$ cat config.mk
export PLATFORM = sky130hd
export DESIGN_NAME = nios_imageline_bridge
export DESIGN_NICKNAME = d
export VERILOG_FILES = /design/src/rtl/imageline_pkg.sv /design/src/rtl/imageline_wr_fifo.sv /design/src/rtl/nios_imageline_bridge.sv
export SDC_FILE = /design/constraint.sdc
export NUM_CORES = 1
export LEC_CHECK = 0
export CORE_MARGIN = 5
export CORE_UTILIZATION = 50
export CTS_CLUSTER_SIZE = 30
export DETAILED_ROUTE_END_ITERATION = 10
export DONT_BUFFER_PORTS = 1
export RECOVER_POWER = 100
export SLEW_MARGIN = 0
export SYNTH_ARGS = -nofsm -noshare
export SYNTH_HDL_FRONTEND = slang
export SYNTH_HIERARCHICAL = 1
export SYNTH_SLANG_ARGS = --single-unit
$ cat constraint.sdc
create_clock -name Clock -period 4.9 [get_ports Clock]
set_clock_uncertainty 0.05 [all_clocks]
set_input_delay 1.47 -clock Clock [delete_from_list [all_inputs] [get_ports Clock]]
set_output_delay 1.47 -clock Clock [all_outputs]
set_load 0.05 [all_outputs]
$ cat src/rtl/imageline_pkg.sv
// Shared constants for the Nios imageline bridge: register map, status word
// bit positions and the data-port read FSM states.
package imageline_pkg;

    localparam int ADDR_DATA     = 0;
    localparam int ADDR_CTRL     = 1;
    localparam int ADDR_FIFO     = 2;
    localparam int ADDR_CFG_BASE = 4;

    localparam int ST_LEVEL_LSB = 16;
    localparam int ST_OVF       = 7;
    localparam int ST_EMPTY     = 6;
    localparam int ST_FULL      = 5;
    localparam int ST_STATE_LSB = 2;
    localparam int ST_WR_SRC    = 1;
    localparam int ST_RD_SRC    = 0;

    typedef enum logic [1:0] {IDLE, ISSUE, WAIT, DONE} rd_state_e;

endpackage

$ cat src/rtl/imageline_wr_fifo.sv
// Write-side buffer between the Avalon data port and the SDRAM write lanes.
// Pointers carry one extra wrap bit so full and empty are distinguishable.
module imageline_wr_fifo #(
    parameter int WIDTH = 32,
    parameter int DEPTH = 8
) (
    input  logic                     Clock,
    input  logic                     Resetn,
    input  logic                     push,
    input  logic                     pop,
    input  logic                     flush,
    input  logic                     ovf_in,
    input  logic                     ovf_clr,
    input  logic [WIDTH-1:0]         wdata,
    output logic [WIDTH-1:0]         rdata,
    output logic                     full,
    output logic                     empty,
    output logic [$clog2(DEPTH):0]   level,
    output logic                     overflow,
    output logic                     popped
);
    localparam int AW = $clog2(DEPTH);
    localparam logic [AW:0] PTR_ONE = 1;

    logic [AW:0]      wptr_q, wptr_d, rptr_q, rptr_d;
    logic [WIDTH-1:0] mem_q [DEPTH];
    logic [WIDTH-1:0] mem_d [DEPTH];
    logic             ovf_q, ovf_d;
    logic             do_push, do_pop;

    assign level    = wptr_q - rptr_q;
    assign empty    = (wptr_q == rptr_q);
    assign full     = (wptr_q[AW] != rptr_q[AW]) && (wptr_q[AW-1:0] == rptr_q[AW-1:0]);
    // Full is judged on the registered pointers, so a pop never frees a slot
    // for a push in the same cycle.
    assign do_push  = push & ~full;
    assign do_pop   = pop & ~empty & ~flush;
    assign popped   = do_pop;
    assign rdata    = mem_q[rptr_q[AW-1:0]];
    assign overflow = ovf_q;

    always_comb begin
        wptr_d = wptr_q;
        rptr_d = rptr_q;
        mem_d  = mem_q;
        ovf_d  = ovf_q;
        if (flush) begin
            wptr_d = '0;
            rptr_d = '0;
        end else begin
            if (do_push) begin
                mem_d[wptr_q[AW-1:0]] = wdata;
                wptr_d = wptr_q + PTR_ONE;
            end
            if (do_pop) begin
                rptr_d = rptr_q + PTR_ONE;
            end
        end
        if (ovf_clr) ovf_d = 1'b0;
        if (ovf_in)  ovf_d = 1'b1;
    end

    always_ff @(posedge Clock or negedge Resetn) begin
        if (!Resetn) begin
            wptr_q <= '0;
            rptr_q <= '0;
            ovf_q  <= 1'b0;
            for (int i = 0; i < DEPTH; i++) mem_q[i] <= '0;
        end else begin
            wptr_q <= wptr_d;
            rptr_q <= rptr_d;
            ovf_q  <= ovf_d;
            mem_q  <= mem_d;
        end
    end

endmodule

$ cat src/rtl/nios_imageline_bridge.sv
// Avalon-MM slave joining the Nios data bus to the SDRAM and filter pipeline.
// Build with IMAGELINE_CFG_READBACK_EN defined to make config registers readable.
module nios_imageline_bridge
    import imageline_pkg::*;
#(
    parameter int DATA_W     = 16,
    parameter int NUM_CFG    = 4,
    parameter int FIFO_DEPTH = 8,
    parameter int ADDR_W     = 11
) (
    input  logic                  Clock,
    input  logic                  Resetn,
    input  logic [ADDR_W-1:0]     address,
    input  logic                  chipselect,
    input  logic                  read,
    input  logic                  write,
    input  logic [31:0]           writedata,
    output logic [31:0]           readdata,
    output logic                  waitrequest,
    output logic                  SDRAM_wren,
    input  logic                  SDRAM_wr_ready,
    output logic [DATA_W-1:0]     SDRAM_wr_data_1,
    output logic [DATA_W-1:0]     SDRAM_wr_data_2,
    output logic                  SDRAM_rden,
    input  logic                  SDRAM_rd_valid,
    input  logic [DATA_W-1:0]     SDRAM_rd_data_1,
    input  logic [DATA_W-1:0]     SDRAM_rd_data_2,
    output logic                  SDRAM_wr_src,
    output logic                  SDRAM_rd_src,
    output logic [2:0]            State_reload,
    input  logic [2:0]            State_read,
    output logic [NUM_CFG*32-1:0] Filter_config,
    output logic [1:0]            dbg_rd_state
);
    localparam int LVL_W = $clog2(FIFO_DEPTH) + 1;

    rd_state_e            state_q, state_d;
    logic                 rden_q, rden_d, ack_q, ack_d, abandon_q, abandon_d;
    logic [31:0]          rdata_q, rdata_d;
    logic [2:0]           reload_q, reload_d;
    logic                 wr_src_q, wr_src_d, rd_src_q, rd_src_d;
    logic [NUM_CFG*32-1:0] cfg_q, cfg_d;

    logic                 req, is_data, is_ctrl, is_fifo, is_cfg;
    logic [ADDR_W-1:0]    cfg_off;
    logic                 fifo_push, fifo_flush, fifo_ovf_clr, fifo_full, fifo_empty;
    logic                 fifo_ovf, fifo_popped;
    logic [2*DATA_W-1:0]  fifo_head;
    logic [LVL_W-1:0]     fifo_level;
    logic [31:0]          status, cfg_rd;

    imageline_wr_fifo #(.WIDTH(2*DATA_W), .DEPTH(FIFO_DEPTH)) u_wr_fifo (
        .Clock    (Clock),
        .Resetn   (Resetn),
        .push     (fifo_push),
        .pop      (SDRAM_wr_ready),
        .flush    (fifo_flush),
        // Bus pushes wait for space, so this bridge itself never overruns.
        .ovf_in   (1'b0),
        .ovf_clr  (fifo_ovf_clr),
        .wdata    (writedata[2*DATA_W-1:0]),
        .rdata    (fifo_head),
        .full     (fifo_full),
        .empty    (fifo_empty),
        .level    (fifo_level),
        .overflow (fifo_ovf),
        .popped   (fifo_popped)
    );

    // Handshake: waitrequest is high for every cycle of a selected access
    // except the single registered ack cycle; a new request is only taken
    // while the read FSM is idle and no ack is being presented.
    assign waitrequest = chipselect & ~ack_q;
    assign req         = chipselect & ~ack_q & (state_q == IDLE);

    assign is_data = (address == ADDR_W'(ADDR_DATA));
    assign is_ctrl = (address == ADDR_W'(ADDR_CTRL));
    assign is_fifo = (address == ADDR_W'(ADDR_FIFO));
    assign is_cfg  = (address >= ADDR_W'(ADDR_CFG_BASE)) &&
                     (address <  ADDR_W'(ADDR_CFG_BASE + NUM_CFG));
    assign cfg_off = address - ADDR_W'(ADDR_CFG_BASE);

    always_comb begin
        status = '0;
        status[ST_LEVEL_LSB +: LVL_W] = fifo_level;
        status[ST_OVF]                = fifo_ovf;
        status[ST_EMPTY]              = fifo_empty;
        status[ST_FULL]               = fifo_full;
        status[ST_STATE_LSB +: 3]     = State_read;
        status[ST_WR_SRC]             = wr_src_q;
        status[ST_RD_SRC]             = rd_src_q;
    end

`ifdef IMAGELINE_CFG_READBACK_EN
    always_comb begin
        cfg_rd = '0;
        for (int k = 0; k < NUM_CFG; k++) begin
            if (cfg_off == ADDR_W'(k)) cfg_rd = cfg_q[k*32 +: 32];
        end
    end
`else
    assign cfg_rd = '0;
`endif

    always_comb begin
        state_d      = state_q;
        rden_d       = 1'b0;
        ack_d        = 1'b0;
        abandon_d    = abandon_q;
        rdata_d      = rdata_q;
        reload_d     = reload_q;
        wr_src_d     = wr_src_q;
        rd_src_d     = rd_src_q;
        cfg_d        = cfg_q;
        fifo_push    = 1'b0;
        fifo_flush   = 1'b0;
        fifo_ovf_clr = 1'b0;

        // A read whose chipselect drops still runs to IDLE but is never acked.
        case (state_q)
            IDLE: begin
                abandon_d = 1'b0;
                if (req && read && is_data) begin
                    state_d = ISSUE;
                    rden_d  = 1'b1;
                end
            end
            ISSUE: begin
                state_d = WAIT;
                if (!chipselect) abandon_d = 1'b1;
            end
            WAIT: begin
                if (!chipselect) abandon_d = 1'b1;
                if (SDRAM_rd_valid) begin
                    state_d = DONE;
                    if (chipselect && !abandon_q) begin
                        ack_d   = 1'b1;
                        rdata_d = 32'({SDRAM_rd_data_1, SDRAM_rd_data_2});
                    end
                end
            end
            DONE:    state_d = IDLE;
            default: state_d = IDLE;
        endcase

        if (req && write) begin
            if (is_data) begin
                fifo_push = ~fifo_full;
                ack_d     = ~fifo_full;
            end else begin
                ack_d = 1'b1;
                if (is_ctrl) begin
                    reload_d = writedata[4:2];
                    wr_src_d = writedata[1];
                    rd_src_d = writedata[0];
                end
                if (is_fifo) begin
                    fifo_flush   = writedata[0];
                    fifo_ovf_clr = writedata[1];
                end
                for (int k = 0; k < NUM_CFG; k++) begin
                    if (is_cfg && cfg_off == ADDR_W'(k)) cfg_d[k*32 +: 32] = writedata;
                end
            end
        end

        if (req && read && !is_data) begin
            ack_d = 1'b1;
            if (is_ctrl || is_fifo) rdata_d = status;
            else if (is_cfg)        rdata_d = cfg_rd;
            else                    rdata_d = '0;
        end
    end

    always_ff @(posedge Clock or negedge Resetn) begin
        if (!Resetn) begin
            state_q   <= IDLE;
            rden_q    <= 1'b0;
            ack_q     <= 1'b0;
            abandon_q <= 1'b0;
            rdata_q   <= '0;
            reload_q  <= '0;
            wr_src_q  <= 1'b0;
            rd_src_q  <= 1'b0;
            cfg_q     <= '0;
        end else begin
            state_q   <= state_d;
            rden_q    <= rden_d;
            ack_q     <= ack_d;
            abandon_q <= abandon_d;
            rdata_q   <= rdata_d;
            reload_q  <= reload_d;
            wr_src_q  <= wr_src_d;
            rd_src_q  <= rd_src_d;
            cfg_q     <= cfg_d;
        end
    end

    assign readdata        = rdata_q;
    assign SDRAM_rden      = rden_q;
    assign SDRAM_wren      = fifo_popped;
    assign SDRAM_wr_data_1 = fifo_popped ? fifo_head[2*DATA_W-1:DATA_W] : '0;
    assign SDRAM_wr_data_2 = fifo_popped ? fifo_head[DATA_W-1:0] : '0;
    assign SDRAM_wr_src    = wr_src_q;
    assign SDRAM_rd_src    = rd_src_q;
    assign State_reload    = reload_q;
    assign Filter_config   = cfg_q;
    assign dbg_rd_state    = state_q;

endmodule
==> flow_metrics.py, run 1 <==
metrics = {
    "outcome": {
        "status": "finished with violations",
        "violations": "capacitance limit, slew limit",
    },
    "synth": {
        "synth_area_um2": 19410,
        "yosys_warnings": 6,
        "synth_edf_count": 0,
        "ys.flop_type": "dfrtp_1",
        "synth.ff_latch_count": 435,
        "synth.yosys.seq_area_share": 0.5609,
        "synth_nets": 1402,
        "ys_async_sr_fraction": 1.000,
        "syn_inst": 1308,
        "synth.avg_cell_area_um2": 14.84,
        "ys_types": 50,
    },
    "global_route": {
        "use_met1": 0.2987,
        "antenna_found_initial": 1,
        "busiest_layer": "met2",
        "grt_first_pass_wirelength_mm": 72.52,
        "grt_use_met3": 0.04387,
        "overflow": 0,
        "gr-usage-met2": 0.3444,
        "grt_pass1_vias": 11670,
        "grtUsageTotal": 0.2121,
        "grt_start_max_net_pins": 436,
    },
    "floorplan": {
        "coreArea_um2": 38560,
        "pin_count": 287,
        "rows": 72,
        "die-area_um2": 42860,
        "chipHeight_um": 207.0,
        "die_w_um": 207.0,
        "start_util": 0.5033,
    },
    "critical_path": {
        "crit_chain": "and4b_1 -> nand4_1 -> nor2_1 -> and2_1 -> nor2_4 -> and2_0 -> buf_12",
        "cp_slowest_cell": "nor2_4",
        "crit_family": "simple AND/OR/NAND/NOR gates",
        "critPathMaxFanout": 17,
        "start_kind": "input port",
        "cp_slowest_stage_delay_ns": 0.59,
        "crit_buf_inv": 1,
        "arrival_ns": 3.24,
        "worstSetupPathType": "input port to primary output",
        "critPathRequiredTime_ns": 3.38,
        "worst_setup_path_end_kind": "primary output",
    },
    "pwr": {
        "internal_power_uw": 6309,
        "power.density_nw_per_um2": 418.6,
        "leakage_uw": 0.01063,
        "p_clk_frac": 0.388,
        "swShare": 0.3028,
        "peakVddDrop_mv": 0.3164,
        "total_power_uw": 9050,
        "p_sw_uw": 2740,
        "p_comb_frac": 0.134,
        "pwr-share-seq": 0.477,
    },
    "finish": {
        "syn2layout_area_growth_pct": 11.40,
        "n_antenna_cell": 0,
        "drive_gt1_frac": 0.3590,
        "fillCellCount": 3281,
        "fin_nets": 1436,
    },
    "placement": {
        "pre_cts_ws_ns": 0.05766,
        "hpwlAfterDp_mm": 27.18,
        "portBuffers": 0,
        "gp_congestion": 0.7479,
    },
    "sta": {
        "period_share": 0.9724,
        "rsz0062_at_grt": "false",
        "hold_violations": 0,
        "finalCriticalPeriod_ns": 4.765,
        "setup_viol": 0,
        "worst_slew_pin_slew_ns": 2.499,
        "fmax_ghz": 0.2099,
        "fin_setup_tns_ns": 0,
        "worst_slack_ns": 0.1352,
        "slew_headroom": -0.6658,
        "slew_viol_final": 87,
    },
    "clock_tree": {
        "cts_htree_levels": 2,
        "hold_buffers": 0,
        "cts.sinks": 435,
        "cts_tree": "done",
        "cts.reportedPaths.clkPinSlew_ns": 0.06,
        "cts-root-buf": "clkbuf_16",
        "clk_latency_ns": 0.56,
        "cts_made_buffers": 47,
        "post_cts_buffers": 0,
        "clock_path_buffers": 3,
    },
    "route": {
        "via_per_inst": 5.703,
        "first_pass_iters": 4,
        "drt-total-wl_mm": 46.45,
        "postRouteAntennaNets": 0,
        "drc": 0,
        "drtIter0Drc": 694,
        "vias": 10800,
        "routedWlPerCell_um": 24.52,
    },
    "worst_hold_path": {
        "min_path_type": "flip-flop to flip-flop",
    },
    "run": {
        "drv_cap": 4,
    },
}
[routing by layer]
metal  vias up  part of all wire
li1       4756                 -
met1      5728              0.45
met2       262              0.49
met3        56             0.052
met4         0             0.017
met5         -                 0
[area by class of cell]
type,count,area (um2),share of cell area
flip-flops and latches,435,10890,0.5039
multi-input cells,781,7661,0.3544
clock buffers,72,1421,0.06574
repair buffers,64,819.5,0.03791
well taps,518,648.1,0.02998
clock inverters,11,125.1,0.005787
inverters,13,50.05,0.002315
[per-stage QoR]
stage	util	cell area, um2	hold slack, ns	instances
CTS	0.5741	22130	0.4385	1893
finish	0.5607	21620	0.4331	1894
detailed placement	0.5339	20590	0.4244	1810
floorplan	-	19410	0.4032	1308
global placement	0.5339	20590	0.4151	1810
global route	0.5607	21620	0.4556	1894
[power groups by stage]
stage / Sequential, uW / Combinational [uW] / Clock, uW
2_1_floorplan: 4370 / 883 / 0
3_3_place_gp: 4390 / 1230 / 0
3_5_place_dp: 4390 / 1250 / 0
4_1_cts: 4320 / 1250 / 3620
5_1_grt: 4340 / 1330 / 3760
6_report: 4320 / 1220 / 3510
[path summary, 6_finish.rpt]
check	startpoint	to	slack, ns	cells after the start
worst max-delay path	write	SDRAM_wr_data_1[9]	0.14	7
worst min-delay path	u_wr_fifo/mem_q[12]$_DFFE_PN0P_	u_wr_fifo/mem_q[12]$_DFFE_PN0P_	0.43	1
worst max register to register	u_wr_fifo/wptr_q[0]$_DFFE_PN0P_	u_wr_fifo/mem_q[6]$_DFFE_PN0P_	0.35	10
worst min register to register	u_wr_fifo/mem_q[12]$_DFFE_PN0P_	u_wr_fifo/mem_q[12]$_DFFE_PN0P_	0.43	1
max in group asynchronous	Resetn	Filter_config[93]$_DFFE_PN0P_	3.38	0
min in group asynchronous	Resetn	Filter_config[110]$_DFFE_PN0P_	0.54	0
[Yosys cell counts, types with 4 or more instances]
| master | number | area [um2] |
|---|---|---|
| a21oi_1 | 26 | 130.1 |
| a2bb2oi_1 | 14 | 122.6 |
| and2_1 | 34 | 212.7 |
| and3_1 | 4 | 25.02 |
| buf_2 | 33 | 165.2 |
| buf_6 | 15 | 168.9 |
| clkbuf_1 | 26 | 97.59 |
| dfrtp_1 | 435 | 10890 |
| ha_1 | 8 | 100.1 |
| inv_1 | 10 | 37.54 |
| mux2_1 | 13 | 146.4 |
| mux2_2 | 287 | 3232 |
| mux2_4 | 90 | 1351 |
| mux4_2 | 64 | 1441 |
| nand2_1 | 139 | 521.8 |
| nand2b_1 | 4 | 25.02 |
| nand3_1 | 18 | 90.09 |
| nor2_1 | 17 | 63.81 |
| o22ai_1 | 12 | 75.07 |
| xnor2_1 | 7 | 61.31 |
[layout by cell type, fill, tap and decap left out, drive strengths merged, types with 2 or more instances in the layout]
| cell | n |
|---|---|
| nor2b | 2 |
| mux4 | 64 |
| nand4 | 4 |
| mux2 | 390 |
| and4b | 2 |
| a21o | 2 |
| nor2 | 20 |
| xor2 | 3 |
| xnor2 | 7 |
| nand2 | 140 |
| a21oi | 26 |
| ha | 8 |
| nor3 | 3 |
| a2bb2oi | 14 |
| nor4 | 7 |
| clkbuf | 95 |
| inv | 13 |
| and3 | 4 |
| or4 | 3 |
| nand3 | 18 |
| buf | 41 |
| nand2b | 4 |
| o211ai | 2 |
| o21ai | 3 |
| and2 | 34 |
| o22ai | 12 |
| nand4b | 2 |
| dfrtp | 435 |
| clkinv | 6 |
| bufinv | 2 |
| clkinvlp | 3 |
[worst register-to-register path, delay by kind of cell (launching register included)]
| family | cells | cell delay, ns |
|---|---|---|
| buffers and inverters | 3 | 0.78 |
| DFF | 1 | 0.43 |
| muxes | 1 | 0.54 |
| adders and majority gates | 1 | 0.34 |
| and+or+nand+nor | 5 | 2.30 |
[timing repair]
item                       CTS  global route
hold endpoints to repair     0             0
setup endpoints to repair    0            32
resized for setup            0             2
[registers in the layout, indices dropped and copies added, names as in the netlist]
name                cells
dbg_rd_state            2
SDRAM_rden              1
abandon_q               1
State_reload            3
SDRAM_rd_src            1
Filter_config         128
ack_q                   1
u_wr_fifo/overflow      1
u_wr_fifo/rptr_q        4
SDRAM_wr_src            1
u_wr_fifo/wptr_q        4
u_wr_fifo/mem_q       256
readdata               32
[kinds of logic (layout without fill, tap and decap cells)]
group | count (synthesis) | in the layout | synth area share
mux | 455 | 455 | 0.3185
flops | 435 | 435 | 0.5609
simple gates | 245 | 246 | 0.06337
buf+inv | 93 | 160 | 0.02663
compound gates | 60 | 60 | 0.01973
xor+xnor | 10 | 10 | 0.004513
fa+ha+maj | 9 | 9 | 0.006189
other cells | 1 | 1 | 0.0001932
Note: power is estimated with default switching activity, not from simulation.
==> run 2: changes to the inputs <==
--- a/config.mk
+++ b/config.mk
@@ -11,8 +11,8 @@
 export DETAILED_ROUTE_END_ITERATION = 10
 export DONT_BUFFER_PORTS = 1
 export RECOVER_POWER = 100
+export SKIP_LAST_GASP = 1
 export SLEW_MARGIN = 0
 export SYNTH_ARGS = -nofsm -noshare
 export SYNTH_HDL_FRONTEND = slang
-export SYNTH_HIERARCHICAL = 1
 export SYNTH_SLANG_ARGS = --single-unit
==> run 2 against run 1 <==
The run ends with capacitance limit left. Sequential share of layout area rose by 1.7 points. Critical path type unchanged. Via count rose by 0.30%. Hold slack improved by 0.0017 ns. Combinational power fell by 7%. Non-clock buffer count did not move. Worst setup slack got worse by 0.051 ns. Sequential power barely moved. Clock power fell by 2%. Largest power group unchanged.
==> flow_metrics.py, run 2 <==
metrics = {
    "outcome": {
        "status": "finished with violations",
        "violations": "capacitance limit",
    },
    "run": {
        "drv_cap": 1,
    },
    "finish": {
        "stdcell_count": 1849,
        "layout_commonest_cell": "dfrtp_1",
        "n_antenna_cell": 0,
        "drive_gt1_frac": 0.4133,
        "multi_input_area_um2": 7438,
        "fin_area_um2": 20870,
        "fillCellCount": 3116,
        "fin_nets": 1396,
        "regArea_um2": 10870,
        "final_cell_mix": "dfrtp_1, mux2_2, nand2_1",
        "largest_reg_flops": 256,
        "regMostFlops": "u_wr_fifo.mem_q",
        "syn2layout_area_growth_pct": 9.638,
    },
    "critical_path": {
        "critPathLaunch": "address[6]",
        "reg2regPathDepth": 7,
        "start_kind": "input port",
        "critPathRequiredTime_ns": 3.38,
        "r2r_slack_ns": 0.65,
        "worstSetupEndpoint": "SDRAM_wr_data_1[7]",
        "worstSetupPathType": "input port to primary output",
        "critPathMaxFanout": 17,
        "r2r-start": "u_wr_fifo.wptr_q[0]$_DFFE_PN0P_",
        "worst_setup_path_end_kind": "primary output",
        "reg2reg_to": "u_wr_fifo.mem_q[172]$_DFFE_PN0P_",
        "arrival_ns": 3.30,
    },
    "synth": {
        "synth.avg_cell_area_um2": 14.61,
        "yosysTopAreaCellShare": 0.5707,
        "synth_edf_count": 0,
        "synth_nets": 1397,
        "synthTopCellsByArea": "dfrtp_1, mux2_2, mux4_2, mux2_4, nand2_1",
        "synth.yosys.seq_area_share": 0.5707,
        "synth.ff_latch_count": 434,
        "synth_commonest_cells": "dfrtp_1, mux2_2, nand2_1",
        "synth_area_leader_cell": "dfrtp_1",
        "syn_inst": 1303,
        "yosys_warnings": 0,
        "ys_types": 52,
        "synth_area_um2": 19030,
        "ys_async_sr_fraction": 1.000,
        "ys.flop_type": "dfrtp_1",
        "yosysMostFrequentCell": "dfrtp_1",
    },
    "floorplan": {
        "pin_count": 287,
        "die-area_um2": 42060,
        "start_util": 0.5064,
        "die_w_um": 205.1,
        "rows": 71,
        "coreArea_um2": 37580,
        "chipHeight_um": 205.1,
    },
    "route": {
        "postRouteAntennaNets": 0,
        "drtIter0Drc": 569,
        "first_pass_iters": 5,
        "routedWlPerCell_um": 24.67,
        "via_per_inst": 5.859,
        "drc": 0,
        "drt-total-wl_mm": 45.62,
        "vias": 10830,
    },
    "worst_hold_path": {
        "min_path_type": "flip-flop to flip-flop",
    },
    "global_route": {
        "overflow": 0,
        "grt_start_max_net_pins": 435,
        "grt_pass1_vias": 11710,
        "grtUsageTotal": 0.2181,
        "antenna_found_initial": 0,
        "grt_first_pass_wirelength_mm": 70.84,
    },
    "sta": {
        "worst_slew_pin_slew_ns": 1.497,
        "finalCriticalPeriod_ns": 4.816,
        "fmax_ghz": 0.2077,
        "period_share": 0.9828,
        "slew_headroom": 0.002153,
        "setup_viol": 0,
        "hold_violations": 0,
        "hold_slack_ns": 0.4348,
        "fin_setup_tns_ns": 0,
        "slew_viol_final": 0,
        "rsz0062_at_grt": "false",
    },
    "clock_tree": {
        "hold_buffers": 0,
        "cts_tree": "done",
        "cts_resized": 0,
        "clock_path_buffers": 3,
        "cts_made_buffers": 45,
        "post_cts_buffers": 0,
        "cts-root-buf": "clkbuf_16",
        "cts.reportedPaths.clkPinSlew_ns": 0.06,
        "clk_latency_ns": 0.57,
        "cts.sinks": 434,
        "cts_htree_levels": 2,
    },
    "placement": {
        "dp.cells": 1766,
        "portBuffers": 0,
        "gp_congestion": 0.7656,
        "hpwlAfterDp_mm": 27.79,
        "placed_area_um2": 19740,
    },
    "pwr": {
        "peakVddDrop_mv": 0.3144,
        "total_power_uw": 8915,
        "power.density_nw_per_um2": 427.3,
        "leakage_uw": 0.01020,
    },
}
run 2: changes by cell type after synthesis, moves of 28 or more:
cell | before | now
a21oi_1 | 26 | 58
mux2_2 | 287 | 351
mux2_4 | 90 | 30
and2_1 | 34 | 1
nand2_1 | 139 | 111
clkbuf_1 | 26 | 55
run 2: stage by stage:
| step | util | setup WS, ns |
|---|---|---|
| floorplan | - | -0.007546 |
| global placement | 0.5253 | 0.1186 |
| detailed placement | 0.5253 | 0.1087 |
| CTS | 0.5647 | 0.1016 |
| global route | 0.5553 | 0.03368 |
| finish | 0.5553 | 0.08423 |
run 2: critical path: stages:
cell,delay [ns]
or4_4,0.52
or3_2,0.55
o21bai_4,0.24
buf_12,0.20
a21oi_1,0.07
clkbuf_4,0.22
run 2: cells by family (layout without fill, tap and decap cells):
kind of cell | count (synthesis) | after routing | synth area share
compound gates | 96 | 96 | 0.03005
xor+xnor | 6 | 6 | 0.002761
fa+ha+maj | 9 | 9 | 0.006312
buf+inv | 122 | 157 | 0.03182
flops | 434 | 434 | 0.5707
mux | 455 | 455 | 0.3130
simple gates | 181 | 181 | 0.04543
run 2: metal layers:
layer	routed length, um	vias to the layer above	GRT usage
li1	-	4693	-
met1	20180	5798	0.3062
met2	21470	283	0.3455
met3	2920	60	0.04654
met4	1047	0	0.06579
met5	0	-	0
run 2: cell type report:
type	count	area share
multi-input cells	747	0.3565
well taps	511	0.03064
inverters	10	0.001979
clock inverters	15	0.006177
repair buffers	64	0.01895
flip-flops and latches	434	0.5208
clock buffers	68	0.06494
run 2: power breakdown:
part,switching (uW),internal (uW)
registers,604,3740
clock network,1410,2010
logic,690,454
total,2710,6210
run 2: worst min path at each step:
| stage | endpoint | slack, ns | startpoint | cells past startpoint |
|---|---|---|---|---|
| finish | u_wr_fifo.mem_q[250]$_DFFE_PN0P_ | 0.43 | u_wr_fifo.mem_q[250]$_DFFE_PN0P_ | 1 |
| global route | u_wr_fifo.mem_q[18]$_DFFE_PN0P_ | 0.46 | u_wr_fifo.mem_q[18]$_DFFE_PN0P_ | 1 |
| CTS | u_wr_fifo.mem_q[248]$_DFFE_PN0P_ | 0.44 | u_wr_fifo.mem_q[248]$_DFFE_PN0P_ | 1 |
| detailed placement | u_wr_fifo.mem_q[246]$_DFFE_PN0P_ | 0.42 | u_wr_fifo.mem_q[246]$_DFFE_PN0P_ | 1 |
| global placement | u_wr_fifo.mem_q[249]$_DFFE_PN0P_ | 0.41 | u_wr_fifo.mem_q[249]$_DFFE_PN0P_ | 1 |
| floorplan | u_wr_fifo.mem_q[245]$_DFFE_PN0P_ | 0.40 | u_wr_fifo.mem_q[245]$_DFFE_PN0P_ | 1 |
==> RTL change 1, RTL diff (settings of run 2) <==
Make the reset (`Resetn`) synchronous in 2 clocked blocks.
--- a/src/rtl/imageline_wr_fifo.sv
+++ b/src/rtl/imageline_wr_fifo.sv
@@ -60,7 +60,7 @@
         if (ovf_in)  ovf_d = 1'b1;
     end
 
-    always_ff @(posedge Clock or negedge Resetn) begin
+    always_ff @(posedge Clock) begin
         if (!Resetn) begin
             wptr_q <= '0;
             rptr_q <= '0;
--- a/src/rtl/nios_imageline_bridge.sv
+++ b/src/rtl/nios_imageline_bridge.sv
@@ -172,7 +172,7 @@
         end
     end
 
-    always_ff @(posedge Clock or negedge Resetn) begin
+    always_ff @(posedge Clock) begin
         if (!Resetn) begin
             state_q   <= IDLE;
             rden_q    <= 1'b0;
Behaviour: differs if Resetn is asserted again (counterexample within 4 cycles, from zero or initial values and one cycle with Resetn low); with Resetn held inactive, the same outputs for 4 cycles.
==> RTL change 1 against run 2 <==
  * The flow finishes with violations (capacitance limit, slew limit)
  * Largest cell class is now multi-input gates
  * Wire length is 33% higher
  * Global-route usage increased by 6.0 points
  * Final area shrank 1.1%
  * Worst setup slack better by 0.20 ns
  * Area after synthesis fell by 0.58%
  * Worst hold slack worse by 0.016 ns
  * Critical path type is now reg -> out
  * Sequential cell count unchanged
Power is not compared: it rests on default switching activity, and its combinational part moved more than twofold at a synthesized area within 25%.
==> RTL change 1: results (changes against run 2) <==
| Metric | Value |
|---|---|
| Root Buffer | clkbuf_16 (unchanged) |
| Hold endpoint | u_wr_fifo.mem_q[104]$_SDFFE_PN0P_ (was u_wr_fifo.mem_q[250]$_DFFE_PN0P_) |
| Failing checks | capacitance limit, slew limit (was capacitance limit) |
| Post-place setup slack | 0.470 ns (was 0.109 ns) |
| Met2 Track Usage GR | 43.1% (was 34.5%) |
| Largest stage delay, worst path | 0.51 ns (was 0.55 ns) |
| GRT met1 Usage | 37.5% (was 30.6%) |
| RD Place Congestion | 0.832 (was 0.766) |
| Total wire length | 60600 µm (was 45600 µm) |
| Wire length on met2 | 27900 µm (was 21500 µm) |
| Reg-to-reg endpoint | Filter_config[12]$_SDFFE_PN0P_ (was u_wr_fifo.mem_q[172]$_DFFE_PN0P_) |
| Synth Flop Type | dfxtp_1 (was dfrtp_1) |
| Share of cells above drive strength 1 | 11.3% (was 41.3%) |
| Crit Path Max Fanout | 33 (was 17) |
| DP Cell Count | 2479 (was 1766) |
| Met3 routed WL | 5620 µm (was 2920 µm) |
| Sequential fraction of the synthesis area | 45.9% (was 57.1%) |
| Tot Pwr | 7.27 mW |
| Maxcap violations | 3 (was 1) |
| Async S/R FF share, synth | 0% (was 100%) |
| R2R Setup Slk | 0.97 ns (was 0.65 ns) |
| Period utilization | 94.3% (was 98.3%) |
| First-pass GRT wire length | 92000 µm (was 70800 µm) |
| Hold path depth | 2 (was 1) |
| Reg2reg path depth | 6 (was 7) |
| TritonRoute pass-1 iters | 5 (unchanged) |
| FF-to-FF Start | dbg_rd_state[1]$_SDFFE_PN0P_ (was u_wr_fifo.wptr_q[0]$_DFFE_PN0P_) |
| CP top delay family | compound AO/OA/AOI/OAI gates (was simple AND/OR/NAND/NOR gates) |
| DRT iter0 DRCs | 1512 (was 569) |
| Synth area leaders | dfxtp_1, a21oi_1, mux4_2 (was dfrtp_1, mux2_2, mux4_2) |
| CP startpoint | u_wr_fifo.wptr_q[2]$_SDFFE_PP0P_ (was address[6]) |
| Cell variety after synth | 53 (was 52) |
| Fin Hold WS | 0.419 ns (was 0.435 ns) |
| Max-slew violations | 341 (was 0) |
| Top cells by count, synth | dfxtp_1, a21oi_1, nand2_1 (was dfrtp_1, mux2_2, nand2_1) |
| Gr usage total | 27.8% (was 21.8%) |
| Avg WL per Cell | 23.7 µm (was 24.7 µm) |
| DP Wirelength | 35300 µm (was 27800 µm) |
| Vias | 16000 (was 10800) |
| TritonCTS buffer count | 46 (was 45) |
| Hold_sp | u_wr_fifo.mem_q[104]$_SDFFE_PN0P_ (was u_wr_fifo.mem_q[250]$_DFFE_PN0P_) |
| M1 WL | 24700 µm (was 20200 µm) |
| Slew headroom | -74.4% (was 0.215%) |
| Post-Place Cell Area | 19300 µm² (was 19700 µm²) |
| Setup crit end | SDRAM_wr_data_1[1] (was SDRAM_wr_data_1[7]) |
| Outcome | complete, but fails checks (unchanged) |
| Largest net degree at the start of global routing | 264 (was 435) |
| Nets | 2110 (was 1396) |
| Met3 Use GR | 6.30% (was 4.65%) |
| Post-Syn Nets | 2235 (was 1397) |
## RTL change 1: cell types whose count changed in the layout (fill, tap and decap cells not counted), moves of 164 or more
cell     before  now
mux2_2      351   10
o21ai_0      15  272
dfxtp_1       0  432
nand3_1      12  259
a21oi_1      58  324
dfrtp_1     431    0
nand2_1     111  275
## RTL change 1: kinds of logic (layout without fill, tap and decap cells)
| group | count (synthesis) | count (layout) | share of synthesized area (%) |
|---|---|---|---|
| AOI/OAI and AO/OA | 626 | 626 | 17.4 |
| and+or+nand+nor | 601 | 601 | 14.7 |
| DFF | 434 | 434 | 45.9 |
| buffers and inverters | 256 | 165 | 5.77 |
| muxes | 208 | 208 | 15.3 |
| adders and majority gates | 9 | 9 | 0.635 |
| xor gates and xnor gates | 7 | 7 | 0.324 |
## RTL change 1: final cells by class
class	instances	area, µm²
Clock buffer	73	1440
Clock inverter	9	98.8
Fill cell	3448	16900
Inverter	9	41.3
Multi-Input combinational cell	1451	9180
Sequential cell	434	8690
Tap cell	511	639
Timing Repair Buffer	74	546
==> RTL change 2, RTL diff (settings of run 2) <==
Without the edit above. The package constant `ST_STATE_LSB` goes from 2 to 1.
--- a/src/rtl/imageline_pkg.sv
+++ b/src/rtl/imageline_pkg.sv
@@ -11,7 +11,7 @@
     localparam int ST_OVF       = 7;
     localparam int ST_EMPTY     = 6;
     localparam int ST_FULL      = 5;
-    localparam int ST_STATE_LSB = 2;
+    localparam int ST_STATE_LSB = 1;
     localparam int ST_WR_SRC    = 1;
     localparam int ST_RD_SRC    = 0;
 
Formal check against the unedited RTL: not equivalent (a bounded check fails within 4 cycles, from zero or initial values and one cycle with Resetn low).
==> RTL change 2 against run 2 <==
  * Final area fell by 0.10%
  * Wire length decreased by 6.8%
  * Cell count fell by 0.32%
  * Area after synthesis decreased by 1.0%
  * Sequential power up 0.9%
  * Total power about the same
  * Worst setup slack improved by 0.16 ns
  * The run ends with capacitance limit, slew limit left
  * Non-clock buffer count is 7 lower
  * Worst hold slack worse by 0.00062 ns
  * Sequential cell count unchanged
  * Largest power group unchanged
==> RTL change 2: results (changes against run 2) <==
| Metric | Value |
|---|---|
| Wire length on met2 | 20600 µm (was 21500 µm) |
| Post-place setup slack | 0.448 ns (was 0.109 ns) |
| Slowest stage cell, crit path | dfrtp_1 (was or3_2) |
| Vias in the first global route | 11300 (was 11700) |
| Vias/cell | 5.69 (was 5.86) |
| M1 WL | 18900 µm (was 20200 µm) |
| Crit Path Max Fanout | 14 (was 17) |
| P_int | 6.18 mW (was 6.21 mW) |
| Sequential fraction of the synthesis area | 57.7% (was 57.1%) |
| Fillers | 3076 (was 3116) |
| Post-synthesis cell count | 1298 (was 1303) |
| RD Place Congestion | 0.727 (was 0.766) |
| Peak supply drop | 0.420 mV (was 0.314 mV) |
| Synth area leaders | dfrtp_1, mux2_2, mux4_2 (unchanged) |
| Met3 routed WL | 2290 µm (was 2920 µm) |
| Top cells by count, synth | dfrtp_1, mux2_2, nand2_1 (unchanged) |
| Port Buffers | 0 (unchanged) |
| Post-CTS sizing | 0 (unchanged) |
| Max-slew violations | 278 (was 0) |
| DRT iter0 DRCs | 580 (was 569) |
| Cell variety after synth | 45 (was 52) |
| TritonCTS buffer count | 47 (was 45) |
| CP top delay family | flip-flops (was simple AND/OR/NAND/NOR gates) |
| Sequential group power | 4.38 mW (was 4.34 mW) |
| Slew headroom | -36.9% (was 0.215%) |
| Initial antenna violation count | 0 (unchanged) |
| DP Cell Count | 1758 (was 1766) |
| P_clk | 3.39 mW (was 3.43 mW) |
| Share of cells above drive strength 1 | 38.9% (was 41.3%) |
| Outcome | complete, but fails checks (unchanged) |
| Type of the most critical hold path | reg -> reg (unchanged) |
| Vias | 10500 (was 10800) |
| Leakage | 10.2 nW (about the same) |
| DP Wirelength | 24700 µm (was 27800 µm) |
| First-pass GRT wire length | 66800 µm (was 70800 µm) |
| Failing checks | capacitance limit, slew limit (was capacitance limit) |
| Post-Syn Nets | 1392 (was 1397) |
| Maxcap violations | 6 (was 1) |
| Reg power frac | 49.1% (was 48.7%) |
| Gr usage total | 20.4% (was 21.8%) |
| Largest stage delay, worst path | 0.67 ns (was 0.55 ns) |
| Post-Place Cell Area | 19600 µm² (was 19700 µm²) |
| TritonRoute pass-1 iters | 4 (was 5) |
| Data arrival, critical path | 3.13 ns (was 3.30 ns) |
| Avg WL per Cell | 23.1 µm (was 24.7 µm) |
-- RTL change 2: cell families after synthesis --
| kind of cell | Yosys count | synth area share [%] |
|---|---|---|
| mux | 464 | 31.5 |
| flops | 434 | 57.7 |
| simple gates | 179 | 4.52 |
| buf+inv | 119 | 2.81 |
| compound gates | 87 | 2.59 |
| fa+ha+maj | 9 | 0.638 |
| xor+xnor | 6 | 0.279 |
-- RTL change 2: per-layer routing --
metal,vias up,global-route usage (%)
li1,4644,-
met1,5564,28.2
met2,217,33.3
met3,60,4.41
met4,0,5.26
met5,-,0
-- RTL change 2: final cells by class --
cell class              instances  area [µm²]  area share [%]
clock inverters                12         106           0.510
inverters                      11        41.3           0.198
multi-input cells             745        7450            35.7
clock buffers                  73        1380            6.60
repair buffers                 57         365            1.75
flip-flops and latches        434       10900            52.1
well taps                     511         639            3.07
-- RTL change 2: worst paths after layout --
path / from / to / cells after the start / slack [ns]
setup / recovery: dbg_rd_state[1]$_DFFE_PN0P_ / SDRAM_wr_data_1[6] / 8 / 0.25
hold / removal: u_wr_fifo.mem_q[179]$_DFFE_PN0P_ / u_wr_fifo.mem_q[179]$_DFFE_PN0P_ / 1 / 0.43
setup reg to reg: dbg_rd_state[1]$_DFFE_PN0P_ / Filter_config[45]$_DFFE_PN0P_ / 7 / 0.72
hold reg to reg: u_wr_fifo.mem_q[179]$_DFFE_PN0P_ / u_wr_fifo.mem_q[179]$_DFFE_PN0P_ / 1 / 0.43
max in group asynchronous: Resetn / u_wr_fifo.rptr_q[1]$_DFFE_PN0P_ / 0 / 2.66
min in group asynchronous: Resetn / Filter_config[6]$_DFFE_PN0P_ / 0 / 0.54
